## src/rtl/tx_pkg.sv

```systemverilog
// tx_pkg: shared FSM states and frame constants for the serial transmitter.
package tx_pkg;
    typedef enum logic [1:0] {IDLE, START, DATA, STOP} state_t;
    localparam int CLKS_PER_BIT_DEF = 868;
    localparam int DATA_BITS = 8;
    localparam logic IDLE_LEVEL = 1'b1;
endpackage

```

## src/rtl/tx_baud_counter.sv

```systemverilog
// tx_baud_counter: modulo-CLKS_PER_BIT bit timer with a synchronous clear and one-cycle bit_done.
module tx_baud_counter #(
    parameter int CLKS_PER_BIT = 868
) (
    input  logic clk,
    input  logic reset,
    input  logic clear,
    output logic bit_done
);
    localparam int W = $clog2(CLKS_PER_BIT);
    logic [W-1:0] count;
    assign bit_done = !clear && count == W'(CLKS_PER_BIT - 1);
    always_ff @(posedge clk) begin
        if (!reset || clear || bit_done) count <= '0;
        else count <= count + 1'b1;
    end
endmodule

```

## src/rtl/transmitter.sv

```systemverilog
// transmitter: 8N1 serial transmitter with start strobe, registered tx and free flag.
module transmitter
    import tx_pkg::*;
#(
    parameter int CLKS_PER_BIT = CLKS_PER_BIT_DEF
) (
    input  logic       clk,
    input  logic       reset,
    input  logic [7:0] din,
    input  logic       tr_start,
    output logic       tr_free,
    output logic       tx
);
    state_t state, next_state;
    logic [7:0] shift, next_shift;
    logic [2:0] idx, next_idx;
    logic bit_done, next_tx;
    tx_baud_counter #(.CLKS_PER_BIT(CLKS_PER_BIT)) baud (
        .clk(clk),
        .reset(reset),
        .clear(state == IDLE),
        .bit_done(bit_done)
    );
    always_comb begin
        next_state = state;
        next_shift = shift;
        next_idx = idx;
        case (state)
            IDLE: if (tr_start) begin
                next_state = START;
                next_shift = din;
            end
            START: if (bit_done) begin
                next_state = DATA;
                next_idx = '0;
            end
            DATA: if (bit_done) begin
                next_shift = shift >> 1;
                next_idx = idx + 1'b1;
                next_state = idx == 3'(DATA_BITS - 1) ? STOP : DATA;
            end
            default: if (bit_done) next_state = IDLE;
        endcase
        // tx is computed from the next state so the registered line lines up with the state change
        next_tx = next_state == START ? 1'b0 : next_state == DATA ? next_shift[0] : IDLE_LEVEL;
    end
    always_ff @(posedge clk) begin
        if (!reset) begin
            state <= IDLE;
            shift <= '0;
            idx <= '0;
            tx <= IDLE_LEVEL;
            tr_free <= 1'b1;
        end else begin
            state <= next_state;
            shift <= next_shift;
            idx <= next_idx;
            tx <= next_tx;
            tr_free <= next_state == IDLE;
        end
    end
endmodule

```

## config.mk

```make
export PLATFORM = sky130hd
export DESIGN_NAME = transmitter
export DESIGN_NICKNAME = d
export VERILOG_FILES = /design/src/rtl/tx_pkg.sv /design/src/rtl/tx_baud_counter.sv /design/src/rtl/transmitter.sv
export SDC_FILE = /design/constraint.sdc
export NUM_CORES = 1
export LEC_CHECK = 0
export ABC_AREA = 1
export CAP_MARGIN = 5
export CELL_PAD_IN_SITES_DETAIL_PLACEMENT = 1
export CELL_PAD_IN_SITES_GLOBAL_PLACEMENT = 1
export CORE_MARGIN = 2
export CORE_UTILIZATION = 42
export DETAILED_ROUTE_END_ITERATION = 16
export GPL_TIMING_DRIVEN = 1
export PLACE_DENSITY = 0.87
export SYNTH_ARGS = -nofsm -noshare
export SYNTH_HDL_FRONTEND = slang
export SYNTH_HIERARCHICAL = 1
export SYNTH_SLANG_ARGS = --single-unit
```

## constraint.sdc

```tcl
create_clock -name clk -period 5.4 [get_ports clk]
set_clock_uncertainty 0.15 [all_clocks]
set_input_delay 0.54 -clock clk [delete_from_list [all_inputs] [get_ports clk]]
set_output_delay 0.54 -clock clk [all_outputs]
set_load 0.01 [all_outputs]
```

### Yosys cells after proc, flatten, opt, wreduce, memory -nomap -nowiden

Index checks and enable logic that the tools add are counted.

* $add $sub $neg: 2
* equal/unequal tests: 9
* multiplexer cells: 14
* reduce and logical (&&, ||, !) cells: 11

Operators with widths (count)
* 8-bit two-way mux: 2
* 8-bit one-hot mux with 2 select lines: 1
* 10-bit by 1-bit adder with 10-bit output (second input constant): 1
* 10-bit == test (second input constant): 1
* 2-bit two-way mux: 4
* 3-bit two-way mux: 2
* 2-bit one-hot mux with 3 select lines: 1
* 3-bit one-hot mux with 2 select lines: 1
* 3-bit AND reduction: 2
* 2-bit by 1-bit == test with 1-bit output (second input constant): 2
* 2-bit == test (second input constant): 2
* 2-bit zero test: 2
* 2-bit by 1-bit != test with 1-bit output (second input constant): 2
* 2-bit nonzero test: 2
* 3-bit by 1-bit adder with 3-bit output (second input constant): 1
* 3-bit == test (second input constant): 1
* 1-bit two-way mux: 3
* 1-bit zero test: 2
* 1-bit logical OR: 2
* 2-bit != test (second input constant): 1
* 1-bit logical AND: 1

* bits in registers: 25
* input bits: 11
* output and inout port bits: 2
* logic and storage cells: 43

### Depth between registers and ports, before layout

Gate-level depths: netlist of the first run.

* word-level depth: 8
* gate-level depth with buffers: 15
* mapped depth without buffers: 15

### By module

Netlist of the first run, hierarchy kept.

By module, submodules not included
* transmitter: times used 1, cells an instance 100, area an instance 719.4 sq um
* tx_baud_counter: times used 1, cells an instance 66, area an instance 481.7 sq um

### Worst setup path before layout of the first run

No wires, ideal clock.

* path kind: flip-flop to flip-flop
* from: register state[1]
* to: register tx
* setup time: 0.112 ns
* data arrival time: 1.528 ns
* slack: 3.610 ns
* stages on the path, launching flop included: 14
* path buffers: 0
* clock period less this slack: 1.790 ns
* cell sequence: dfxtp_1 nor2_4 inv_1 nand2_1 nor2_1 nand3_2 inv_1 inv_1 nor2_2 nand2_2 o21ai_2 nand2_2 nand2_1 nand2_1

* cells in the longest elaborated chain, start to end: 8
* elaborated cells between the ends (all ways): 16
* classes of those cells: eq/ne: 4; mux: 9; reduce/logical: 3

Ends and longest elaborated chain
* start, declared: RTL line transmitter.sv:14 `state_t state, next_state;`
* start signal, assigned: RTL line transmitter.sv:55 `state <= next_state;`
* 2-bit zero test *: RTL line transmitter.sv:21 `.clear(state == IDLE),`
* 1-bit zero test *: RTL line tx_baud_counter.sv:12 `assign bit_done = !clear && count == W'(CLKS_PER_BIT - 1);`
* 1-bit logical AND *: RTL line tx_baud_counter.sv:12
* net bit_done: RTL line transmitter.sv:17 `logic bit_done, next_tx;`
* 2-bit two-way mux (on tied branches): RTL line transmitter.sv:42, transmitter.sv:33, transmitter.sv:37
* 2-bit one-hot mux with 3 select lines: RTL line transmitter.sv:28 `case (state)`
* 2-bit == test: RTL line transmitter.sv:45 `next_tx = next_state == START ? 1'b0 : next_state == DATA ? next_shift[0] : IDLE_LEVEL;`
* 1-bit two-way mux: RTL line transmitter.sv:45
* 1-bit two-way mux *: RTL line transmitter.sv:45
* end signal, assigned: RTL line transmitter.sv:58 `tx <= next_tx;`
* end, declared: RTL line transmitter.sv:12 `output logic tx`

The timed path passes the listed nets; every way through them passes the cells marked *. The select of a mux whose other input is x is not followed.
A chain may end at the register's enable or synchronous reset.

### Worst setup path after layout of the first run

Ends and elaborated chain as after synthesis.

==> summary.md, run 1 <==
| Metric | Value |
|---|---|
| Root buffer cell | clkbuf_4 |
| Synth Area in XOR/XNOR | 2.92% |
| Post-detailed-route via-to-cell ratio | a little over 5 |
| Syn avg cell area | roughly 7.2 sq um |
| Main synth FF type | dfxtp_1 |
| Internal Power | 0.000236 W |
| Core Rows | 19 |
| Total clock sinks | 25 |
| Sw Pwr | ~0.000077 W |
| Vias | 1074 |
| Mapped Nets | 180 |
| Worst Max-Slew Pin Slew | 0.291 ns |
| Count of cell types in the netlist | 23 |
| DP Cell Count | 209 |
| Final Cycle Share | 38.6% |
| DRC Markers | 0 |
| Worst EP required | ~5.5 ns |
| Compound-Gate Fraction of Synth Area | 8.54% |
| Final setup TNS | 0 ns |
| Setup crit end | tx |
| Sequential share of the synthesized area | 41.7% |
| IO Pins | 13 |
| Detailed Route WL | 2.64 mm |
| Largest net degree at the start of global routing | 14 |
| Clock Latency Late Sink | approximately 0.33 ns |
| Status | finished clean |
| Switching Share | roughly 25% |
| Mux share of post-synthesis cell area | 0% |
| Type of origin of the critical path | register |
| H-tree depth | 1 |
| Post-Synthesis Cells | between 150 and 200 |
| Core region area | between 2000 and 3000 sq um |
| Clk slew on worst S/H paths | between 0.1 and 0.15 ns |
| Fin. max-slew vios | 0 |
| Drt first pass iters | 2 |
| Async set-reset flop share out of synthesis | 0% |
| EDFF count, synth | 0 |
| Pwr dens | 226 nW/um^2 |
| Worst hold path type | reg2reg |
| Clock group share of total power | between 20% and 30% |
| Vias in the first global route | 1112 |
| WL per Instance | 12.4 um |
| Count of warnings emitted by yosys | 6 |
| Fraction of layout cells with a size suffix above 1 | 10.4% |
| Gpl congestion | ~0.75 |
| FF+latch count, synth | 25 |
| Top cells by area, synth | dfxtp_1, nand2_1, inv_1 |
| DRT iter0 DRCs | 32 |
| Setup crit start | state[1] |
| Number of buffers added on ports | 12 |
| GRT Total Usage | 17.9% |
| Die area | 3300 sq um |
| Post-synth top area share | 41.7% |
| Max_slew headroom | 80.5% |
| P_leak | 0.556 nW |
| Placed wire-length estimate | 2.15 mm |
| Initial core utilization | 43.9% |
| Crit Path Class | reg2reg |
| Simple-gate portion of the synthesized area | 36.1% |
| Fmax | 0.480 GHz |
| Final hold vios | 0 |
| R2R Setup Slk | ~3.3 ns |
| Clock buffer depth | 2 |
| CTS Buf Count | 3 |
| RR Startpoint | state[1] |
| Post_cts resized | 0 |
| P&R area growth vs syn | 15.4% |
| Worst Path Max Fanout | 7 |
| R2R depth | 13 |
| Hold_buf cts | 0 |
| Post-synthesis adder-cell area fraction | 3.13% |
| Layout net count | about 200 |
| R2R Path End | tx |
| Max VDD drop | a little under 0.2 mV |
| Non-Filler Instances | roughly 210 |
| First-pass GRT wire length | 4.62 mm |
| Total congestion overflow | 0 |
| Post CTS Setup Buffer Count | 0 |
| Netlist Area Pre-Place | 1200 sq um |
| Tmin final | 2.08 ns |
| Crit path DAT | 2.16 ns |
| Comb pwr share | 11.0% |
| Die height | 57.5 um |
| RSZ-0062 raised after global routing | no |
| TritonCTS clock tree | done |
| Antenna violations before repair | 0 |
| Crit end category | register |
| Leading area contributor after synthesis | dfxtp_1 |
| Antenna diode count | 0 |
| Largest family of logic cells by synthesized area | simple AND/OR/NAND/NOR gates |
| Max-Cap Viols | 0 |
| Post-route ant nets | 0 |
| Count of final setup violators | 0 |
| Die X | 57.5 um |
| Seq pwr share | ~62% |
| Fin Hold WS | around 0.34 ns |
-- power groups by stage --
stage | Clock, W | Combinational (W) | Sequential [W]
after floorplan | 0 | 0.0000187 | 0.000199
after global placement | 0 | 0.0000331 | 0.000199
after detailed placement | 0 | 0.0000346 | 0.000199
after CTS | 0.0000879 | 0.0000347 | 0.000195
after global routing | 0.0000941 | 0.0000385 | 0.000196
final | 0.0000836 | 0.0000344 | 0.000195
-- layer usage --
| layer | part of all wire, % | up-vias | GRT usage [%] |
|---|---|---|---|
| li1 | - | 555 | - |
| met3 | 2.6 | 6 | 4.99 |
| met4 | 2.4 | 0 | 7.31 |
| met2 | 52 | 10 | 32.6 |
| met1 | 43 | 503 | 19.3 |
| met5 | 0 | - | 0 |
-- cells by family (layout without fill, tap and decap cells) --
family	Yosys count	in the layout
compound gates	18	18
simple gates	93	93
buf+inv	23	39
flops	25	25
fa+ha+maj	3	3
xor+xnor	4	4
-- sequential cells by signal, indices dropped and copies added, names as in the netlist --
| register | count |
|---|---|
| shift | 8 |
| tx | 1 |
| baud/count | 10 |
| state | 2 |
| tr_free | 1 |
| idx | 3 |
-- cells in the mapped netlist (2+ instances only) --
cell and number:
nand2_1 57, dfxtp_1 25, inv_1 19, nor2_1 16
a21oi_1 7, a31oi_1 7, nand3_1 5, ha_1 3
nand2_2 3, nand3_2 3, o21ai_0 3, inv_4 2
nand4_1 2, nor2_2 2, nor2_4 2, xnor2_1 2
xor2_1 2
-- worst min path at each step --
stage / slack [ns] / endpoint / cells past startpoint / from
floorplan: 0.28 / baud/count[0] / 1 / baud/count[0]
global placement: 0.29 / baud/count[0] / 1 / baud/count[0]
detailed placement: 0.32 / idx[2] / 2 / idx[2]
CTS: 0.34 / shift[7] / 2 / shift[7]
global route: 0.37 / shift[6] / 2 / shift[6]
finish: 0.34 / shift[7] / 2 / shift[7]
-- critical path: stages, from the launching register on --
cell and delay (ns):
dfxtp_1 0.51, nor2_4 0.10, inv_1 0.06, nand2_1 0.05, nor2_1 0.12, nand3_2 0.11
inv_1 0.20, inv_1 0.13, nor2_2 0.17, nand2_2 0.09, o21ai_2 0.08, nand2_2 0.07
nand2_1 0.09, nand2_1 0.06
-- cells in the final DEF (no fill, tap or decap) --
master            n
nand2_1          57
dfxtp_1          25
inv_1            19
nor2_1           16
clkdlybuf4s50_1  12
a31oi_1           7
a21oi_1           7
nand3_1           5
nand2_2           3
nand3_2           3
o21ai_0           3
ha_1              3
clkbuf_4          3
nor2_4            2
nand4_1           2
inv_4             2
nor2_2            2
xor2_1            2
xnor2_1           2
inv_2             1
nor2_8            1
clkinv_1          1
o21ai_2           1
nand2_4           1
nand3b_1          1
clkbuf_1          1
-- stage by stage --
| step | setup WS (ns) | utilization (%) | cell area, sq um | power (W) |
|---|---|---|---|---|
| 5_1_grt | 3.05 | 50.7 | 1390 | 0.000328 |
| 2_1_floorplan | 3.61 | - | 1200 | 0.000217 |
| 3_3_place_gp | 3.48 | 49.7 | 1360 | 0.000232 |
| 6_report | 3.32 | 50.7 | 1390 | 0.000313 |
| 3_5_place_dp | 3.32 | 49.7 | 1360 | 0.000234 |
| 4_1_cts | 3.29 | 50.7 | 1390 | 0.000318 |
-- final cells by class --
class / count / area [sq um]
fillers: 365 / 1350
repair buffers: 12 / 120
inverters: 23 / 91.3
flip-flops and latches: 25 / 500
clock buffers: 4 / 26.3
well taps: 31 / 38.8
multi-input cells: 118 / 609
(Power assumes the default switching activity.)
==> run 2: changes to the inputs <==
CORE_UTILIZATION = 39   (was 42)
PLACE_DENSITY = 0.82   (was 0.87)
clock period = 2.15 ns   (was 5.4 ns; I/O delays follow)
==> run 2 against run 1 <==
First-iteration DRC count is 56% lower. Sequential power increased to 2.5 times the previous value. Combinational power is 150% higher. Maximum frequency is 7.6% higher. Critical path depth stayed put. Routed wire length fell by 2.3%. Register-to-register slack lost 3.1 ns. Flip-flop and latch count is the same. Hold slack lost 0.037 ns. Via count shrank 1.3%. Die area rose by 7.2%. Core utilization down 3.9 points. Critical path type unchanged. Largest power group unchanged.
==> summary.md, run 2 (synthesis results as in run 1) <==
| Metric | Value |
|---|---|
| Crit path DAT | 2.02 ns |
| Core Rows | 20 |
| Tmin final | around 1.9 ns |
| Gpl congestion | 0.773 |
| Placed wire-length estimate | 2.08 mm |
| RSZ-0062 raised after global routing | no |
| Crit end category | register |
| Worst hold path type | in2reg |
| Fraction of layout cells with a size suffix above 1 | 12.6% |
| Post-route ant nets | 0 |
| Drt first pass iters | 4 |
| Die height | between 50 and 60 um |
| Fin. max-slew vios | 0 |
| P_leak | between 0.5 and 0.6 nW |
| Max-Cap Viols | 0 |
| Total congestion overflow | 0 |
| Placed Area | approximately 1400 sq um |
| Total power | about 0.0008 W |
| Antenna violations before repair | 0 |
| Vias in the first global route | 1120 |
| Worst Max-Slew Pin Slew | 0.285 ns |
| Number of buffers added on ports | 12 |
| DRC Markers | 0 |
| Max_slew headroom | 81.0% |
| Total clock sinks | 25 |
| Final setup TNS | 0 ns |
| Layout net count | 197 |
| Clock buffer depth | 2 |
| Commonest non-fill, non-tap cell in the layout | nand2_1 |
| Initial core utilization | 40.3% |
| Max VDD drop | 0.258 mV |
| WL per Instance | between 10 and 15 um |
| Final hold vios | 0 |
| Type of origin of the critical path | register |
| TritonCTS clock tree | done |
| Clk slew on worst S/H paths | around 0.15 ns |
| Status | finished clean |
| Design area | 1390 sq um |
| Core region area | 2980 sq um |
| Final design utilization | 46.8% |
| Vias | 1060 |
| Detailed Route WL | 2.58 mm |
| Crit Path Class | reg2reg |
| Worst EP required | between 2 and 2.5 ns |
| H-tree depth | 1 |
| Die area | 3540 sq um |
| Post-detailed-route via-to-cell ratio | 4.93 |
| Root buffer cell | clkbuf_4 |
| Commonest non-fill, non-tap cells in the layout | nand2_1, dfxtp_1, inv_1, nor2_1, clkdlybuf4s50_1 |
| # fillers | around 390 |
| Largest net degree at the start of global routing | 15 |
| Flip-flop count of the largest register after layout | 10 |
| Antenna diode count | 0 |
| Most flops, register | baud/count |
| CTS Buf Count | 3 |
| P&R area growth vs syn | 15.9% |
| Worst Path Max Fanout | 6 |
| IO Pins | 13 |
| First-pass GRT wire length | 4.62 mm |
| Final Cycle Share | 90.0% |
| Top flop regs | baud/count: 10 flops, shift: 8 flops, idx: 3 flops |
| Clock Latency Late Sink | 0.32 ns |
| Fmax | 0.517 GHz |
| DRT iter0 DRCs | 14 |
| Count of final setup violators | 0 |
| GRT Total Usage | 17.0% |
| Die X | around 59 um |
| Pwr dens | 567 nW/um^2 |
run 2: power by group:
part           switching, W  leakage [nW]  total (W)  internal, W
sequential        0.0000111         0.205   0.000490     0.000479
clock              0.000145        0.0177   0.000214    0.0000695
combinational     0.0000450         0.335  0.0000854    0.0000403
run 2: final timing paths:
path | startpoint | endpoint | slack, ns | cells past startpoint
min reg2reg | baud/count[0] | baud/count[0] | 0.31 | 1
max | state[0] | tx | 0.21 | 13
min | din[7] | shift[7] | 0.30 | 3
max reg2reg | state[0] | tx | 0.21 | 13
run 2: final cells by class:
type	instances	area [sq um]	area share [%]
clock inverter	1	5.00	0.359
clock buffer	3	22.5	1.62
timing repair buffer	12	120	8.63
sequential	25	503	36.1
multi-input combinational	118	609	43.8
inverter	23	91.3	6.56
tap	33	41.3	2.96
run 2: what timing repair did:
item / 4_1_cts / 5_1_grt
buffers inserted: 0 / 0
gates resized for setup: 0 / 3
endpoints found under the setup margin: 0 / 3
hold buffers: 0 / 0
run 2: stage by stage:
| stage | std cells | hold slack (ns) | setup WS [ns] |
|---|---|---|---|
| floorplan | 166 | 0.167 | 0.360 |
| global placement | 211 | 0.291 | 0.240 |
| detailed placement | 211 | 0.309 | 0.101 |
| CTS | 215 | 0.293 | 0.0747 |
| global route | 215 | 0.286 | 0.00709 |
| finish | 215 | 0.300 | 0.214 |
run 2: per-layer routing:
metal	vias to the layer above	GRT usage, %	wire, um
met2	6	31.1	1380
met4	0	5.71	10
li1	553	-	-
met5	-	0	0
met3	2	1.97	42
met1	499	20.3	1150
run 2: worst max-delay path: stages, from the launching register on:
cell and delay [ns]:
dfxtp_1 0.51, nor2_4 0.08, inv_1 0.06, nand2_1 0.05
nor2_1 0.10, nand3_2 0.12, inv_2 0.14, inv_1 0.11
nor2_2 0.16, nand2_2 0.09, o21ai_2 0.08, nand2_2 0.07
nand2_1 0.09, nand2_1 0.05
